==> src/rtl/bayer_mosaic_enc.sv <==
// bayer_mosaic_enc
//   Re-mosaic encoder. It accepts one RGB pixel per transfer in raster order,
//   tracks the pixel's (x, y) position and keeps only the colour channel that
//   the CFA has at that site. Each output is a single-channel Bayer sample
//   with its coordinates and frame markers.
//   The block has a one-entry output buffer (EMPTY/FULL). A pixel is
//   accepted only while the buffer is EMPTY, so the peak rate is one pixel
//   every two clocks.
//
// Ports
//   clock, reset      single clock; synchronous active-high reset
//   u_i_ready         upstream pixel valid on data_in
//   u_r_ready         upstream status, has no effect
//   u_sof             pixel is the first of a frame (only looked at on accept)
//   data_in           {R, G, B}, PIX_W bits each, R in the MSBs
//   d_i_ready         downstream takes the held sample this cycle
//   data_out          CFA channel selected for the site
//   pixel_type_out    00 R, 01 G, 10 B
//   x_out, y_out      coordinates of data_out
//   sof_out           data_out is pixel (0,0)
//   eol_out           data_out is the last pixel of a line
//   eof_out           data_out is the last pixel of the frame
//   frame_cnt_out     number of completed frames, wraps at 16 bits
//   sync_err_out      sticky: u_sof arrived while the counters were not at (0,0)
//   i_i_ready         block can accept a pixel (EMPTY)
//   i_r_ready         data_out and its markers are valid (FULL)

module bayer_mosaic_enc #(
    parameter int         PIX_W = 24,
    parameter int         IMG_W = 4096,
    parameter int         IMG_H = 3072,
    parameter logic [1:0] CFA   = 2'b00
) (
    input  logic                 clock,
    input  logic                 reset,
    input  logic                 u_i_ready,
    input  logic                 u_r_ready,
    input  logic                 u_sof,
    input  logic [3*PIX_W-1:0]   data_in,
    input  logic                 d_i_ready,
    output logic [PIX_W-1:0]     data_out,
    output logic [1:0]           pixel_type_out,
    output logic [11:0]          x_out,
    output logic [11:0]          y_out,
    output logic                 sof_out,
    output logic                 eol_out,
    output logic                 eof_out,
    output logic [15:0]          frame_cnt_out,
    output logic                 sync_err_out,
    output logic                 i_i_ready,
    output logic                 i_r_ready
);

    // state   | meaning
    // S_EMPTY | output buffer free, a pixel may be accepted
    // S_FULL  | sample held on the outputs until downstream takes it
    typedef enum logic {
        S_EMPTY = 1'b0,
        S_FULL  = 1'b1
    } state_t;

    localparam logic [11:0] X_MAX = 12'(IMG_W - 1);
    localparam logic [11:0] Y_MAX = 12'(IMG_H - 1);

    localparam logic [1:0] TYPE_R = 2'b00;
    localparam logic [1:0] TYPE_G = 2'b01;
    localparam logic [1:0] TYPE_B = 2'b10;

    state_t            r_state;
    state_t            w_state_nxt;

    logic [11:0]       r_x;
    logic [11:0]       r_y;
    logic [15:0]       r_frame_cnt;
    logic              r_sync_err;

    logic [PIX_W-1:0]  r_data;
    logic [1:0]        r_type;
    logic [11:0]       r_x_o;
    logic [11:0]       r_y_o;
    logic              r_sof;
    logic              r_eol;
    logic              r_eof;

    logic              w_accept;
    logic [11:0]       w_tag_x;
    logic [11:0]       w_tag_y;
    logic [1:0]        w_phase;
    logic [PIX_W-1:0]  w_sample;
    logic [1:0]        w_type;
    logic              w_at_eol;
    logic              w_at_eof;
    logic [11:0]       w_x_nxt;
    logic [11:0]       w_y_nxt;
    logic              w_unused;

    assign w_unused = u_r_ready;

    assign w_accept = u_i_ready && (r_state == S_EMPTY);

    // A start-of-frame on accept overrides the running position: the pixel
    // becomes (0,0) and counting resumes from there.
    assign w_tag_x  = u_sof ? 12'd0 : r_x;
    assign w_tag_y  = u_sof ? 12'd0 : r_y;
    assign w_phase  = {w_tag_y[0] ^ CFA[1], w_tag_x[0] ^ CFA[0]};
    assign w_at_eol = (w_tag_x == X_MAX);
    assign w_at_eof = w_at_eol && (w_tag_y == Y_MAX);

    always_comb begin
        w_sample = data_in[2*PIX_W-1:PIX_W];
        w_type   = TYPE_G;
        case (w_phase)
            2'b00: begin
                w_sample = data_in[3*PIX_W-1:2*PIX_W];
                w_type   = TYPE_R;
            end
            2'b11: begin
                w_sample = data_in[PIX_W-1:0];
                w_type   = TYPE_B;
            end
            default: begin
                w_sample = data_in[2*PIX_W-1:PIX_W];
                w_type   = TYPE_G;
            end
        endcase
    end

    always_comb begin
        w_x_nxt = w_tag_x + 12'd1;
        w_y_nxt = w_tag_y;
        if (w_at_eol) begin
            w_x_nxt = 12'd0;
            w_y_nxt = w_at_eof ? 12'd0 : (w_tag_y + 12'd1);
        end
    end

    always_comb begin
        w_state_nxt = r_state;
        case (r_state)
            S_EMPTY: if (u_i_ready) w_state_nxt = S_FULL;
            S_FULL:  if (d_i_ready) w_state_nxt = S_EMPTY;
            default: w_state_nxt = S_EMPTY;
        endcase
    end

    always_ff @(posedge clock) begin
        if (reset) begin
            r_state     <= S_EMPTY;
            r_x         <= '0;
            r_y         <= '0;
            r_frame_cnt <= '0;
            r_sync_err  <= 1'b0;
            r_data      <= '0;
            r_type      <= '0;
            r_x_o       <= '0;
            r_y_o       <= '0;
            r_sof       <= 1'b0;
            r_eol       <= 1'b0;
            r_eof       <= 1'b0;
        end else begin
            r_state <= w_state_nxt;
            if (w_accept) begin
                r_data <= w_sample;
                r_type <= w_type;
                r_x_o  <= w_tag_x;
                r_y_o  <= w_tag_y;
                r_sof  <= (w_tag_x == 12'd0) && (w_tag_y == 12'd0);
                r_eol  <= w_at_eol;
                r_eof  <= w_at_eof;
                r_x    <= w_x_nxt;
                r_y    <= w_y_nxt;
                // Only a natural end of frame counts; a resync never does.
                if (w_at_eof) begin
                    r_frame_cnt <= r_frame_cnt + 16'd1;
                end
                if (u_sof && ((r_x != 12'd0) || (r_y != 12'd0))) begin
                    r_sync_err <= 1'b1;
                end
            end
        end
    end

    assign data_out       = r_data;
    assign pixel_type_out = r_type;
    assign x_out          = r_x_o;
    assign y_out          = r_y_o;
    assign sof_out        = r_sof;
    assign eol_out        = r_eol;
    assign eof_out        = r_eof;
    assign frame_cnt_out  = r_frame_cnt;
    assign sync_err_out   = r_sync_err;
    assign i_i_ready      = (r_state == S_EMPTY);
    assign i_r_ready      = (r_state == S_FULL);

endmodule

==> config.mk <==
export PLATFORM = sky130hd
export DESIGN_NAME = bayer_mosaic_enc
export DESIGN_NICKNAME = d
export VERILOG_FILES = /design/src/rtl/bayer_mosaic_enc.sv
export SDC_FILE = /design/constraint.sdc
export NUM_CORES = 1
export LEC_CHECK = 0
export CORE_UTILIZATION = 47
export DETAILED_ROUTE_END_ITERATION = 10
export HOLD_SLACK_MARGIN = 0.1
export PLACE_DENSITY_LB_ADDON = 0.25
export SLEW_MARGIN = 20
export SYNTH_ARGS = -nofsm -noshare
export SYNTH_HDL_FRONTEND = slang
export SYNTH_SLANG_ARGS = --single-unit
==> constraint.sdc <==
create_clock -name clock -period 3.5 [get_ports clock]
set_input_delay 0.7 -clock clock [delete_from_list [all_inputs] [get_ports clock]]
set_output_delay 0.7 -clock clock [all_outputs]
set_load 0.005 [all_outputs]
== Word level (Yosys, flattened, before mapping) ==
Cells that the tools add are included.

* Bits in registers: 95
* Input port bits: 78
* Output and inout port bits: 72

* Add/subtract/negate cells: 3
* Equality and inequality tests: 3
* Mux-type cells: 10
* Bitwise gates (word level): 1
* Reduce and logical (&&, ||, !) cells: 12

{| class="wikitable"
|+ Operators with widths
! kind !! count
|-
| $mux 12 || 5
|-
| $pmux 24 s2 || 1
|-
| $add 12x1->12 const B || 2
|-
| $eq 12x12->1 const B || 2
|-
| $logic_not 12->1 || 2
|-
| $reduce_bool 12->1 || 2
|-
| $add 16x1->16 const B || 1
|-
| $logic_and 1x1->1 || 4
|-
| $pmux 2 s2 || 1
|-
| $reduce_and 2->1 || 2
|-
| $eq 2x2->1 const B || 1
|-
| $logic_not 2->1 || 1
|-
| $mux 1 || 2
|-
| $pmux 1 s2 || 1
|-
| $logic_or 1x1->1 || 1
|-
| $not 1->1 || 1
|}

== Depth between registers and ports, before layout ==
* Depth after elaboration: 5
* Gate-level depth with buffers: 11

== Worst setup path after synthesis ==
Ideal clock, no wire load.

* Path kind: input -> register
* Start: input port u_sof
* End: register r_frame_cnt[12], in the netlist frame_cnt_out[12]
* Setup time: 0.070 ns
* Data arrival time: 2.872 ns
* Slack: 0.557 ns
* Stages: 11
* Cell sequence: buf_6 clkbuf_1 nand2b_1 inv_1 ha_1 nand4b_4 nor4_4 nand3_2 buf_6 or4_1 a21oi_1

* Cells in the longest elaborated chain, start to end: 4
* Elaborated cells between the ends (all ways): 6
* Classes of those cells: eq/ne: 2; mux: 2; reduce/logical: 2

{| class="wikitable"
|+ RTL lines
! what !! RTL line !! RTL
|-
| start, declared || 38 || <nowiki>input logic u_sof,</nowiki>
|-
| $mux 12 || 104 || <nowiki>assign w_tag_y = u_sof ? 12'd0 : r_y;</nowiki>
|-
| net w_tag_y[0] || 87 || <nowiki>logic [11:0] w_tag_y;</nowiki>
|-
| $eq 12x12->1 || 107 || <nowiki>assign w_at_eof = w_at_eol && (w_tag_y == Y_MAX);</nowiki>
|-
| $logic_and 1x1->1 || 107 ||
|-
| $reduce_and 2->1 (no line) || n/a ||
|-
| end signal, assigned || 174 || <nowiki>r_frame_cnt <= r_frame_cnt + 16'd1;</nowiki>
|-
| end, declared || 74 || <nowiki>logic [15:0] r_frame_cnt;</nowiki>
|}

The timed path passes the listed nets, and every way through them passes these cells.
A chain may end at the register's enable or synchronous reset.

== Worst setup path after layout ==
* Start: input port u_sof
* End: register r_frame_cnt[10], in the netlist frame_cnt_out[10]

Same word-level chain as after synthesis.

==> reports/qor.yml <==
status:
  run_status: "finished, final reports clean"
yosys:
  ys_seq_elements: 95
  yosys_warnings: 0
  synth_edf_count: 0
  ys_types: 52
  async_flop_share: 0
  synthesis.nets: 710
  synth_cells: 624
  yosysSeqAreaShare: 0.4007
  avgSynthCellArea_um2: 7.605
  yosysTopAreaCell: "dfxtp_1"
  synth_top_area_frac: 0.4007
  synth.top_cells.by_area: "dfxtp_1, nand2_1, a21oi_1"
  synthFlopType: "dfxtp_1"
  netlist_area_um2: 4746
sta:
  setup_viol: 0
  slew_headroom: 0.4409
  fin_crit_sh: 0.8886
  skew_ns: 0.01436
  finalWorstSetupSlack_ns: 0.3899
  fin_setup_tns_ns: 0
  final_max_slew_viol_count: 0
  rsz0062_at_grt: "false"
  finalHoldViolations: 0
  worstMarginPinSlew_ns: 0.8387
  max_freq_mhz: 321.5
  fin_crit_ns: 3.110
cts:
  post_cts_resized: 0
  cts.htree.levels: 3
  cts_tree: "done"
  holdBufCountCts: 0
  clock-sinks: 95
  cts.clk_slew.worst_paths_ns: 0.10
  clock_latency_ns: 0.36
  cts-root-to-sink-buffers: 2
  cts_buffers: 9
  post-cts-setup-buffers: 0
  cts-root-buf: "clkbuf_8"
layout:
  fillCellCount: 871
  n_antenna_cell: 0
  fin_cells: 891
  register_area_um2: 1902
  layout.nets: 840
  multi_input_area_um2: 2586
  drive_gt1_frac: 0.06596
  syn_to_final_growth_pct: 38.54
routing:
  drt_iter0_markers: 174
  wire_per_inst_um: 14.86
  vias_per_cell: 5.620
  drtPass1Iterations: 5
  drc: 0
  vias: 5007
  drt-total-wl_um: 13240
  postRouteAntennaNets: 0
global_routing:
  use_met2: 0.4410
  grt_use_total: 0.2585
  grt_use_met3: 0.03625
  grt_pass1_wl_um: 21340
  grt_max_degree: 50
  grt_use_met1: 0.3238
  grt_antenna_before_repair: 0
  grt_pass1_vias: 4589
  top_usage_layer: "met2"
  grt-ovfl-total: 0
power_and_ir_drop:
  p_int_w: 0.001684
  p_clk_frac: 0.358
  fin_total_pwr_w: 0.002210
  leakage_nw: 2.316
  vdd_drop_max_mv: 0.2431
  power_density_nw_per_um2: 336.0
  p_comb_frac: 0.136
  pwr-share-seq: 0.506
  p_switching_w: 0.0005259
  switching_share: 0.2380
critical_path:
  critical_path.max_fanout: 12
  worst_setup_path_end_kind: "flip-flop"
  start_kind: "primary input"
  worstSetupPathType: "primary input to flip-flop"
  cp.arrival_ns: 3.40
  crit_required_ns: 3.79
floorplanning:
  ios: 150
  die_height_um: 102.5
  die_w_um: 102.5
  rows: 36
  start_util: 0.4855
  core_area_um2: 9774
  die_area_um2: 10500
min_path:
  hp-class: "flip-flop to flip-flop"
place:
  place_ws_ns: 0.03670
  portBuffers: 148
  dp_cells: 876
  place.gp.congestion: 0.8530
  dp_hpwl_um: 9604
job:
  maxCapViolCount: 0
==> layer usage <==
layer,part of all wire,vias up
met5,0,-
li1,-,2479
met4,0.027,0
met2,0.49,172
met3,0.053,24
met1,0.43,2332
==> critical path: stages <==
cell	delay, ns
clkdlybuf4s50_1	0.50
nand2b_1	0.25
inv_1	0.12
ha_1	0.25
nand4b_4	0.16
nor4_4	0.40
nand3_2	0.31
or4_1	0.55
a21oi_1	0.15
==> path summary, 6_finish.rpt <==
path                     startpoint                             end  slack, ns  cells past startpoint
max                           u_sof  frame_cnt_out[10]$_SDFFE_PP0P_       0.39                      9
min reg2reg  x_out[11]$_SDFFE_PP0P_          x_out[11]$_SDFFE_PP0P_       0.45                      2
min          x_out[11]$_SDFFE_PP0P_          x_out[11]$_SDFFE_PP0P_       0.45                      2
max reg2reg     r_y[0]$_SDFFE_PP0P_  frame_cnt_out[10]$_SDFFE_PP0P_       0.94                      8
==> stage by stage <==
stage | area, µm² | hold WS [ns] | utilization
final | 6575 | 0.4542 | 0.6727
after global routing | 6575 | 0.4787 | 0.6727
after CTS | 6575 | 0.4557 | 0.6727
after detailed placement | 6356 | 0.4448 | 0.6503
after global placement | 6356 | 0.4376 | 0.6503
after floorplan | 4746 | 0.4482 | -
==> final cells by class <==
cell class | instances | share of cell area
sequential | 95 | 0.2892
tap | 133 | 0.02531
clock inverter | 5 | 0.01237
multi-input combinational | 463 | 0.3933
timing repair buffer | 171 | 0.2508
clock buffer | 10 | 0.02093
inverter | 14 | 0.007992
==> state kept, by name (all words and copies together) (netlist names), 2 cells and up <==
signal,flops
r_y,12
frame_cnt_out,16
y_out,12
data_out,24
pixel_type_out,2
x_out,12
r_x,12
==> power by group through the flow <==
stage | clock network (W) | registers [W] | logic [W]
2_1_floorplan | 0 | 0.00114 | 0.000133
3_5_place_dp | 0 | 0.00114 | 0.000301
4_1_cts | 0.000808 | 0.00112 | 0.000302
3_3_place_gp | 0 | 0.00114 | 0.000298
6_report | 0.000790 | 0.00112 | 0.000301
5_1_grt | 0.000850 | 0.00112 | 0.000333
==> cell families after synthesis <==
| logic type | Yosys count | share of synthesized area |
|---|---|---|
| compound gates | 182 | 0.2236 |
| mux | 2 | 0.004218 |
| fa+ha+maj | 8 | 0.02109 |
| xor+xnor | 4 | 0.007383 |
| flops | 95 | 0.4007 |
| buf+inv | 66 | 0.05774 |
| simple gates | 267 | 0.2853 |
==> cells in the mapped netlist, types with 2 or more instances <==
master	number
a21o_1	2
a21oi_1	79
a22oi_1	25
a311oi_1	3
a31o_2	2
a31oi_1	7
and3_1	4
and4b_1	3
buf_1	4
buf_2	7
buf_6	2
clkbuf_1	37
clkbuf_2	2
dfxtp_1	95
ha_1	8
inv_1	14
mux2i_1	2
nand2_1	133
nand2b_1	6
nand3_1	23
nand3b_1	14
nand4_1	5
nand4b_1	2
nor2_1	18
nor2b_1	7
nor3_1	10
nor4_1	14
o21a_1	2
o21ai_0	47
o31ai_1	5
or3_1	13
or4_1	7
xor2_1	3
==> cell usage in the layout (no fill, tap or decap), types with 2 or more instances in the layout <==
cell and n:
a21o_1 2, a21oi_1 79, a22oi_1 25, a311oi_1 3, a31o_2 2, a31oi_1 7
and3_1 4, and4b_1 3, buf_4 23, bufinv_16 2, clkbuf_8 10, clkdlybuf4s50_1 147
dfxtp_1 95, ha_1 8, inv_1 14, mux2i_1 2, nand2_1 133, nand2b_1 5
nand3_1 23, nand3b_1 14, nand4_1 5, nand4b_1 2, nor2_1 18, nor2b_1 6
nor3_1 10, nor4_1 13, nor4_2 2, o21a_1 2, o21ai_0 47, o31ai_1 5
or3_1 13, or4_1 7, xor2_1 3
Note: power is estimated with default switching activity, not from simulation.
